**src/rtl/diff_apply_pkg.sv**
```systemverilog
// Shared definitions for the diff_apply block and its neighbours on the
// datapath: default word geometry and the FSM state encodings.
package diff_apply_pkg;

   // Default data word width and width of the bit-position field.
   localparam int DIFF_WIDTH = 32;
   localparam int DIFF_POS_W = $clog2(DIFF_WIDTH);

   // FSM encodings; the spare code 2'd3 is never entered on purpose and
   // recovers to S_IDLE.
   typedef enum logic [1:0] {
      S_IDLE = 2'd0,
      S_SCAN = 2'd1,
      S_DONE = 2'd2
   } diff_state_e;

endpackage : diff_apply_pkg

```
**src/rtl/diff_apply.sv**
```systemverilog
// diff_apply: rebuilds the partner word of a lowest-differing-bit pair.
// Given a base word and a bit index, returns base with that bit flipped.
// The flip bit is located by walking a one-hot mask up from bit 0, one
// position per cycle, so an op at index pos takes pos+1 cycles to finish.
// One op in flight; valid/ready handshake on both sides.
module diff_apply
   import diff_apply_pkg::*;
#(
   parameter int WIDTH = DIFF_WIDTH,
   parameter int POS_W = $clog2(WIDTH)
) (
   input  logic             clk,
   input  logic             rst_n,
   input  logic             in_valid,
   output logic             in_ready,
   input  logic [WIDTH-1:0] base,
   input  logic [POS_W-1:0] pos,
   input  logic             no_diff,
   output logic             out_valid,
   input  logic             out_ready,
   output logic [WIDTH-1:0] result,
   output logic             err
);

   // WIDTH expressed one bit wider than pos, so the range test below is a
   // genuine comparison even when WIDTH is a power of two.
   localparam logic [POS_W:0] WIDTH_EXT = (POS_W + 1)'(WIDTH);

   diff_state_e      state;
   logic [WIDTH-1:0] base_r;
   logic [POS_W-1:0] pos_r;
   logic [WIDTH-1:0] mask;
   logic [POS_W-1:0] cnt;
   logic             pos_oob;

   // Ready depends on state alone, so a source may hold in_valid without
   // creating a combinational loop through this unit.
   assign in_ready = (state == S_IDLE);

   // Out-of-range index; can only be true when WIDTH is not a power of two.
   assign pos_oob = ({1'b0, pos} >= WIDTH_EXT);

   // Control FSM, mask walker, counter and registered outputs.
   // NOTE: every register here, including the captured operands, is reset;
   // the block is small and a known state after reset eases debug.
   always_ff @(posedge clk or negedge rst_n) begin
      if (!rst_n) begin
         state     <= S_IDLE;
         base_r    <= '0;
         pos_r     <= '0;
         mask      <= '0;
         cnt       <= '0;
         result    <= '0;
         err       <= 1'b0;
         out_valid <= 1'b0;
      end else begin
         // NOTE: non-blocking assignments throughout, so every branch below
         // reads the values held before this edge.
         case (state)
            S_IDLE: begin
               if (in_valid) begin
                  base_r <= base;
                  pos_r  <= pos;
                  mask   <= WIDTH'(1);
                  cnt    <= '0;
                  if (no_diff || pos_oob) begin
                     // Nothing to flip: result is the base itself. out_valid
                     // is raised one cycle later from DONE, matching the
                     // pos=0 latency so every op takes at least one cycle.
                     result <= base;
                     err    <= pos_oob && !no_diff;
                     state  <= S_DONE;
                  end else begin
                     state <= S_SCAN;
                  end
               end
            end

            S_SCAN: begin
               if (cnt == pos_r) begin
                  // Mask now sits on the target bit; flip and present.
                  result    <= base_r ^ mask;
                  err       <= 1'b0;
                  out_valid <= 1'b1;
                  state     <= S_DONE;
               end else begin
                  // Stops at pos_r, so the mask never shifts past the MSB.
                  mask <= mask << 1;
                  cnt  <= cnt + 1'b1;
               end
            end

            S_DONE: begin
               if (!out_valid) begin
                  // Arrived via the no-scan shortcut: present now.
                  out_valid <= 1'b1;
               end else if (out_ready) begin
                  out_valid <= 1'b0;
                  state     <= S_IDLE;
               end
            end

            default: begin
               out_valid <= 1'b0;
               state     <= S_IDLE;
            end
         endcase
      end
   end

endmodule : diff_apply

```
**config.mk**
```make
export PLATFORM = sky130hd
export DESIGN_NAME = diff_apply
export DESIGN_NICKNAME = d
export VERILOG_FILES = /design/src/rtl/diff_apply_pkg.sv /design/src/rtl/diff_apply.sv
export SDC_FILE = /design/constraint.sdc
export NUM_CORES = 1
export LEC_CHECK = 0
export ABC_AREA = 1
export BUFFER_PORTS_ARGS = -buffer_cell sky130_fd_sc_hd__buf_2
export CAP_MARGIN = 0
export CORE_MARGIN = 2
export CORE_UTILIZATION = 62
export CTS_CLUSTER_SIZE = 14
export DETAILED_ROUTE_END_ITERATION = 7
export GPL_TIMING_DRIVEN = 0
export PLACE_DENSITY = 0.86
export SLEW_MARGIN = 40
export SYNTH_ARGS = -nofsm -noshare
export SYNTH_HDL_FRONTEND = slang
export SYNTH_SLANG_ARGS = --single-unit
```
**constraint.sdc**
```tcl
create_clock -name clk -period 5.01 [get_ports clk]
set_input_delay 1.002 -clock clk [delete_from_list [all_inputs] [get_ports clk]]
set_output_delay 1.002 -clock clk [all_outputs]
set_load 0.02 [all_outputs]
```
**After elaboration in Yosys (flattened, before gate mapping)**

Index checks and enable logic that the tools add are counted.

- Bits in registers: 110
- Bits in latches: 0
- Bits in read-only memories: 0
- Bits of input ports: 42
- RAM bits: 0
- Logic and storage cells: 51
- Memories kept: 0

- Reduce and logical (&&, ||, !) cells: 7
- Bitwise logic cells: 2
- $lt $le $gt $ge: 0
- Shift operators: 0
- Eq/ne operators: 9
- Add/subtract/negate cells: 1
- Multipliers: 0
- Div/mod/pow operators: 0
- Muxes and demuxes: 24

Operators by type and width:

| cell | number |
|---|---|
| $mux 32 | 5 |
| $pmux 32 s2 | 2 |
| $xor 32x32->32 | 1 |
| $mux 2 | 5 |
| $mux 5 | 2 |
| $ne 2x2->1 const B | 5 |
| $pmux 5 s2 | 1 |
| $reduce_and 4->1 | 2 |
| $mux 1 | 6 |
| $pmux 2 s3 | 1 |
| $add 5x1->5 const B | 1 |
| $eq 5x5->1 | 1 |
| $reduce_and 2->1 | 2 |
| $pmux 1 s3 | 1 |
| $reduce_and 3->1 | 1 |
| $eq 2x1->1 const B | 1 |
| $eq 2x2->1 const B | 1 |
| $logic_not 2->1 | 1 |
| $ne 2x1->1 const B | 1 |
| $pmux 1 s2 | 1 |
| $reduce_bool 2->1 | 1 |
| $not 1->1 | 1 |

**Longest topological paths before layout**

Gate-level depths: netlist of run 1.

- Depth after elaboration: 3
- Mapped depth: 10
- Depth with buffers taken out: 9

**Least setup slack after synthesis of run 1**

Ideal clock, no wire load.

- Path type: input -> register
- From: in in_valid
- To: reg result[10]
- Required time: 4.893 ns
- Path buffers: 4
- Cell stages on the path: 7
- Setup slack: 2.947 ns
- Arrival time: 1.946 ns
- Library setup time: 0.117 ns
- Cells stage by stage: buf_2 -> or2_0 -> buf_2 -> buf_2 -> buf_2 -> nand4_1 -> nand2_1

- Word-level cells in the longest chain between the ends: 2

RTL lines:

| what | RTL line | source |
|---|---|---|
| start, declared | diff_apply.sv:14 | `input logic in_valid,` |
| $ne 2x2->1 (no source line) | -- |  |
| $reduce_and 4->1 (no source line) | -- |  |
| end signal, assigned | diff_apply.sv:70 | `result <= base;` |
| end signal, assigned | diff_apply.sv:82 | `result <= base_r ^ mask;` |
| end, declared | diff_apply.sv:21 | `output logic [WIDTH-1:0] result,` |

Every way passes these cells.
A chain may end at the register's enable or synchronous reset.

**Worst setup path after layout of run 1**

- From: reg state[0]
- To: out in_ready

- Word-level cells in the longest chain between the ends: 1

RTL lines:

| what | RTL line | source |
|---|---|---|
| start, declared | diff_apply.sv:29 | `diff_state_e state;` |
| start signal, assigned | diff_apply.sv:48 | `state <= S_IDLE;` |
| start signal, assigned | diff_apply.sv:72 | `state <= S_DONE;` |
| start signal, assigned | diff_apply.sv:74 | `state <= S_SCAN;` |
| $logic_not 2->1 | diff_apply.sv:38 | `assign in_ready = (state == S_IDLE);` |
| end, declared | diff_apply.sv:15 | `output logic in_ready,` |

Every way passes these cells.

==> out/results.tsv, run 1 <==
stage	metric	value	unit
status	outcome	finished, final reports clean	
grt	grt_pass1_vias	4577	
cells_and_area	drive_gt1_share	17.2	%
timing	fin_setup_tns	0	ps
route	wl_per_cell	15.4	um
synth	ys.flop_type	dfrtp_1	
route	drc_errors	0	
timing	finalHoldViolations	0	
clock_network	root_buffer	clkbuf_8	
synth	synth_edf_count	0	
place	dpl_cell_area	5840	um2
clock_network	postCtsSetupBuffers	0	
clock_network	cts_max_path_buffers	2	
floorplanning	die_x	96.4	um
hold_path	hold_class	flop to flop	
clock_network	clkTransAtPathRegs	110	ps
synth	yosysUniqueCellTypes	28	
clock_network	clock_sinks	109	
synth	synth.avg_cell_area	8.38	um2
timing	fmax	0.414	GHz
floorplanning	core-area	8260	um2
synth	synth_area	5300	um2
floorplanning	start_util	64.1	%
grt	grt_start_max_net_pins	60	
pwr	power.leakage	0.00319	uW
timing	fin_skew	13.9	ps
cells_and_area	num_antenna_cells	0	
worst_setup_path	critical_path_class	flop to output pin	
pwr	irDropWorstVdd	0.000290	V
cells_and_area	final_nets	764	
worst_setup_path	crit_path_start_kind	flop	
clock_network	cts-buffers-inserted	9	
place	gp_congestion	0.883	
cells_and_area	final_cell_area	6050	um2
grt	grt.overflow.total	0	
grt	grt_first_pass_wirelength	20.9	mm
synth	synthCells	632	
grt	antenna_found_initial	0	
route	viasPerCell	5.83	
synth	async_reset_ff_share	100	%
grt	grt.total_usage	29.1	%
route	wl	12.7	mm
cells_and_area	nFillCells	647	
clock_network	cts_tree	yes	
route	highest_layer	met4	
worst_setup_path	end_kind	output pin	
timing	setup_viol	0	
clock_network	cts_hold_buf	0	
synth	syn_nets	678	
run	max-cap-violations	0	
route	wl_met3	970	um
timing	grt_setup_unrepaired	no	
clock_network	cts.htree.levels	3	
floorplanning	io_pins	77	
route	vias	4829	
worst_setup_path	crit_path_max_fanout	5	
timing	drv_slew	0	
worst_setup_path	critPathRequiredTime	4010	ps
worst_setup_path	worstPathArrival	1410	ps
route	wl_met1	5.45	mm
timing	min_period_over_period	48.2	%
route	dr_wl_met2	6.05	mm
route	drt_first_pass_iters	5	
floorplanning	die_h	96.4	um
cells_and_area	syn_to_final_growth	14.2	%
place	dp_hpwl	9.04	mm
synth	yosysWarnings	0	
route	drt_iter0_drc	304	
floorplanning	rows	33	
synth	synth-seq-area-share	51.5	%
clock_network	cts_repair_resize_count	0	
timing	slew_headroom	63.4	%
timing	fin_crit	2410	ps
pwr	pwr_density_cell	577	nW/um2
place	io_buffers	74	
clock_network	clkLatencyLatePin	390	ps
timing	tightest_slew	549	ps
synth	ys_seq_elements	109	
route	drtAntennaViolNets	0	
floorplanning	die_area	9300	um2
per-stage QoR:
step,setup WS [ps],instances,hold slack (ps),utilization (%),total power [uW]
finish,2600,828,478,73.2,3490
global route,2530,828,511,73.2,3740
CTS,2590,828,483,73.2,3480
detailed placement,2710,812,454,70.7,2910
global placement,1740,811,448,70.2,2830
floorplan,2950,632,464,-,2420
layout by cell type, fill, tap and decap left out, drive strengths merged:
cell | Yosys | layout
nand2 | 205 | 205
dfrtp | 109 | 109
o21ai | 102 | 102
buf | 24 | 99
inv | 44 | 48
nand4 | 38 | 38
o2111ai | 33 | 33
a21oi | 33 | 33
clkbuf | 22 | 31
nor2 | 7 | 7
nand3 | 6 | 6
ha | 4 | 4
xor2 | 2 | 2
xnor2 | 1 | 1
or2 | 1 | 1
conb | 1 | 1
clkinvlp | 0 | 1
bufinv | 0 | 1
clkinv | 0 | 1
cells by family after synthesis:
logic type / after synthesis / share of synthesized area, %
AND/OR/NAND/NOR: 257 / 21.2
AO/OA/AOI/OAI: 168 / 18.3
flip-flops: 109 / 51.5
buffers and inverters: 90 / 7.49
adder cells (fa/ha/maj): 4 / 0.945
XOR/XNOR: 3 / 0.496
other: 1 / 0.0708
registers in the layout, summed over array words and instances (netlist names):
register / count
cnt: 5
state: 2
base_r: 32
out_valid: 1
pos_r: 5
mask: 32
result: 32
worst max-delay path, stage by stage (launching register included):
cell	delay [ps]
dfrtp_1	410
inv_1	100
ha_1	300
buf_2	220
path summary, 6_finish.rpt:
kind	end	slack, ps	from	cells after the start
min in group asynchronous	base_r[27]	500	rst_n	1
hold / removal	result[29]	480	result[29]	2
setup reg to reg	result[18]	2880	state[1]	7
setup / recovery	in_ready	2600	state[0]	3
hold reg to reg	result[29]	480	result[29]	2
max in group asynchronous	mask[12]	3880	rst_n	2
per-layer routing:
layer	GRT usage, %	vias up
li1	-	2318
met1	39.1	2273
met5	0	-
met3	4.89	25
met2	48.0	213
met4	10.3	0
power breakdown:
group | total [uW] | switching [uW] | internal (uW)
clock | 579 | 334 | 245
combinational | 1540 | 1060 | 483
sequential | 1370 | 196 | 1170
total | 3490 | 1590 | 1900
area by class of cell:
class / instances / area [um2] / share of cell area [%]
repair buffers: 75 / 408 / 6.74
clock inverters: 7 / 88.8 / 1.47
inverters: 44 / 165 / 2.73
well taps: 105 / 131 / 2.17
multi-input cells: 433 / 2170 / 35.9
plain buffers: 46 / 231 / 3.83
flip-flops and latches: 109 / 2730 / 45.1
clock buffers: 9 / 124 / 2.05
Yosys cell counts, types with 2 or more instances:
cell type  number  area [um2]
nor2_1          5        18.8
ha_1            4        50.1
buf_6           3        33.8
inv_1          41         154
o21ai_0        75         375
nand3_4         2        35.0
nand4_1        37         231
o21ai_1        26         130
xor2_1          2        17.5
nand2_1       204         766
clkbuf_1       22        82.6
buf_1           2        7.51
buf_4           5        37.5
nand3_1         3        15.0
o2111ai_1      33         289
dfrtp_1       109        2730
inv_2           3        11.3
a21oi_1        33         165
buf_2          14        70.1
Power figures use the tool's default switching activity.
==> inputs of run 2 (changes only) <==
Settings changed: CORE_UTILIZATION 62 to 57, PLACE_DENSITY 0.86 to 0.8.
Clock period 5.01 ns to 2.32 ns, I/O delays scaled along.
==> run 2 against run 1 <==
Against the previous run:
- critical path depth up 4
- worst hold slack worse by 500 ps
- clock skew rose by 1.5 ps
- clock-buffer cell count rose by 2
- via count is 1.2% lower
- critical path type is now flop to flop
- largest cell class unchanged
- flip-flop and latch count is the same
- power grew 120%
- the flow now finishes with violations (negative hold slack)
- clock power rose by 140%
==> out/results.tsv, run 2 (synthesis gave the netlist of run 1 again) <==
stage	metric	value	unit
clock_network	clock_sinks	109	
clock_network	cts_max_path_buffers	2	
route	drt_first_pass_iters	5	
timing	fmax	0.479	GHz
floorplanning	die_h	100	um
hold_path	hold_class	input port to async pin	
worst_setup_path	slowest_delay	450	ps
clock_network	cts_repair_resize_count	0	
grt	grt.overflow.total	0	
route	drt_iter0_drc	377	
timing	setup_viol	0	
timing	fin_skew	15.5	ps
cells_and_area	syn_to_final_growth	14.8	%
worst_setup_path	critPathRequiredTime	2640	ps
worst_setup_path	crit_buf_inv	3	
route	wl	12.7	mm
cells_and_area	final_common_cell	nand2_1	
cells_and_area	reg_top3	base_r: 32 flops, mask: 32 flops, result: 32 flops	
floorplanning	die_area	10100	um2
grt	grt_first_pass_wirelength	21.8	mm
clock_network	cts.htree.levels	3	
pwr	finalPower	7640	uW
floorplanning	die_x	100	um
pwr	pwr_density_cell	1260	nW/um2
clock_network	clkTransAtPathRegs	110	ps
worst_setup_path	worstPathArrival	2400	ps
grt	antenna_found_initial	0	
timing	drv_slew	0	
worst_setup_path	critical_path_class	flop to flop	
timing	min_period_over_period	90.0	%
place	gp_congestion	0.868	
worst_setup_path	end_kind	flop	
clock_network	cts_hold_buf	0	
route	drc_errors	0	
worst_setup_path	reg2reg_setup_slack	230	ps
grt	grt_start_max_net_pins	58	
clock_network	root_buffer	clkbuf_8	
clock_network	cts_tree	yes	
timing	fin_ws	232	ps
place	dp_hpwl	8.84	mm
timing	slew_headroom	63.0	%
grt	grt_pass1_vias	4654	
place	pre_cts_ws	306	ps
place	io_buffers	74	
route	drtAntennaViolNets	0	
clock_network	clkLatencyLatePin	380	ps
timing	grt_setup_unrepaired	no	
route	vias	4773	
route	wl_per_cell	15.3	um
floorplanning	io_pins	77	
pwr	power.leakage	0.00321	uW
status	violations	negative hold slack	
worst_setup_path	cp_slowest_cell	clkbuf_1	
floorplanning	start_util	58.1	%
cells_and_area	nFillCells	787	
grt	grt.total_usage	27.3	%
timing	fin_crit	2090	ps
floorplanning	core-area	9110	um2
floorplanning	rows	35	
worst_setup_path	crit_path_start_kind	flop	
worst_setup_path	path_cells	inv_1 > ha_1 > inv_2 > o21ai_2 > clkbuf_1 > nand4_1 > nand2_1	
clock_network	postCtsSetupBuffers	0	
route	viasPerCell	5.72	
run	max-cap-violations	0	
timing	finalHoldViolations	7	
timing	whs	-20.0	ps
worst_setup_path	crit_path_max_fanout	10	
status	outcome	finished, violations left	
cells_and_area	final_cell_mix	nand2_1 (204), dfrtp_1 (109), buf_2 (87), o21ai_0 (75), inv_1 (41)	
clock_network	cts-buffers-inserted	9	
cells_and_area	drive_gt1_share	16.9	%
cells_and_area	final_nets	764	
worst_setup_path	critical_path.top_delay_family	buffers and inverters	
cells_and_area	num_antenna_cells	0	
timing	tightest_slew	555	ps
pwr	irDropWorstVdd	0.000646	V
run 2: power by group:
| part | switching, uW | leakage, uW | internal (uW) | total [uW] |
|---|---|---|---|---|
| registers | 426 | 0.00141 | 2530 | 2950 |
| logic | 2270 | 0.00168 | 1040 | 3310 |
| clock network | 651 | 0.000118 | 725 | 1380 |
run 2: final cells by class:
cell class                 instances  area, um2  share of cell area [%]
sequential                       109       2730                    44.8
multi-input combinational        433       2170                    35.7
timing repair buffer              75        408                    6.71
buffer                            46        231                    3.81
inverter                          44        165                    2.72
tap                              111        139                    2.28
clock buffer                      11        131                    2.16
clock inverter                     5        108                    1.77
run 2: final timing paths:
check,start,endpoint,cells past startpoint
worst max-delay path,state[1],result[15],7
worst min-delay path,rst_n,result[26],1
worst max register to register,state[1],result[15],7
worst min register to register,result[2],result[2],2
max in group asynchronous,rst_n,cnt[2],2
min in group clk,pos[0],pos_r[0],3
run 2: metrics by stage:
stage / cells / setup TNS, ps / instance area (um2) / utilization, % / hold slack [ps]
floorplan: 632 / 0 / 5300 / - / 168
global placement: 817 / -46470 / 5810 / 63.7 / 448
finish: 834 / 0 / 6080 / 66.8 / -20.0
detailed placement: 818 / 0 / 5840 / 64.1 / 423
global route: 834 / 0 / 6080 / 66.8 / 26.9
CTS: 834 / 0 / 6080 / 66.8 / 9.39
run 2: layer usage:
layer / vias up / track usage, % / routed length, um
met5: - / 0 / 0
met4: 0 / 10.3 / 219
met3: 18 / 3.90 / 849
met2: 183 / 45.2 / 6080
met1: 2252 / 36.7 / 5580
li1: 2320 / - / -
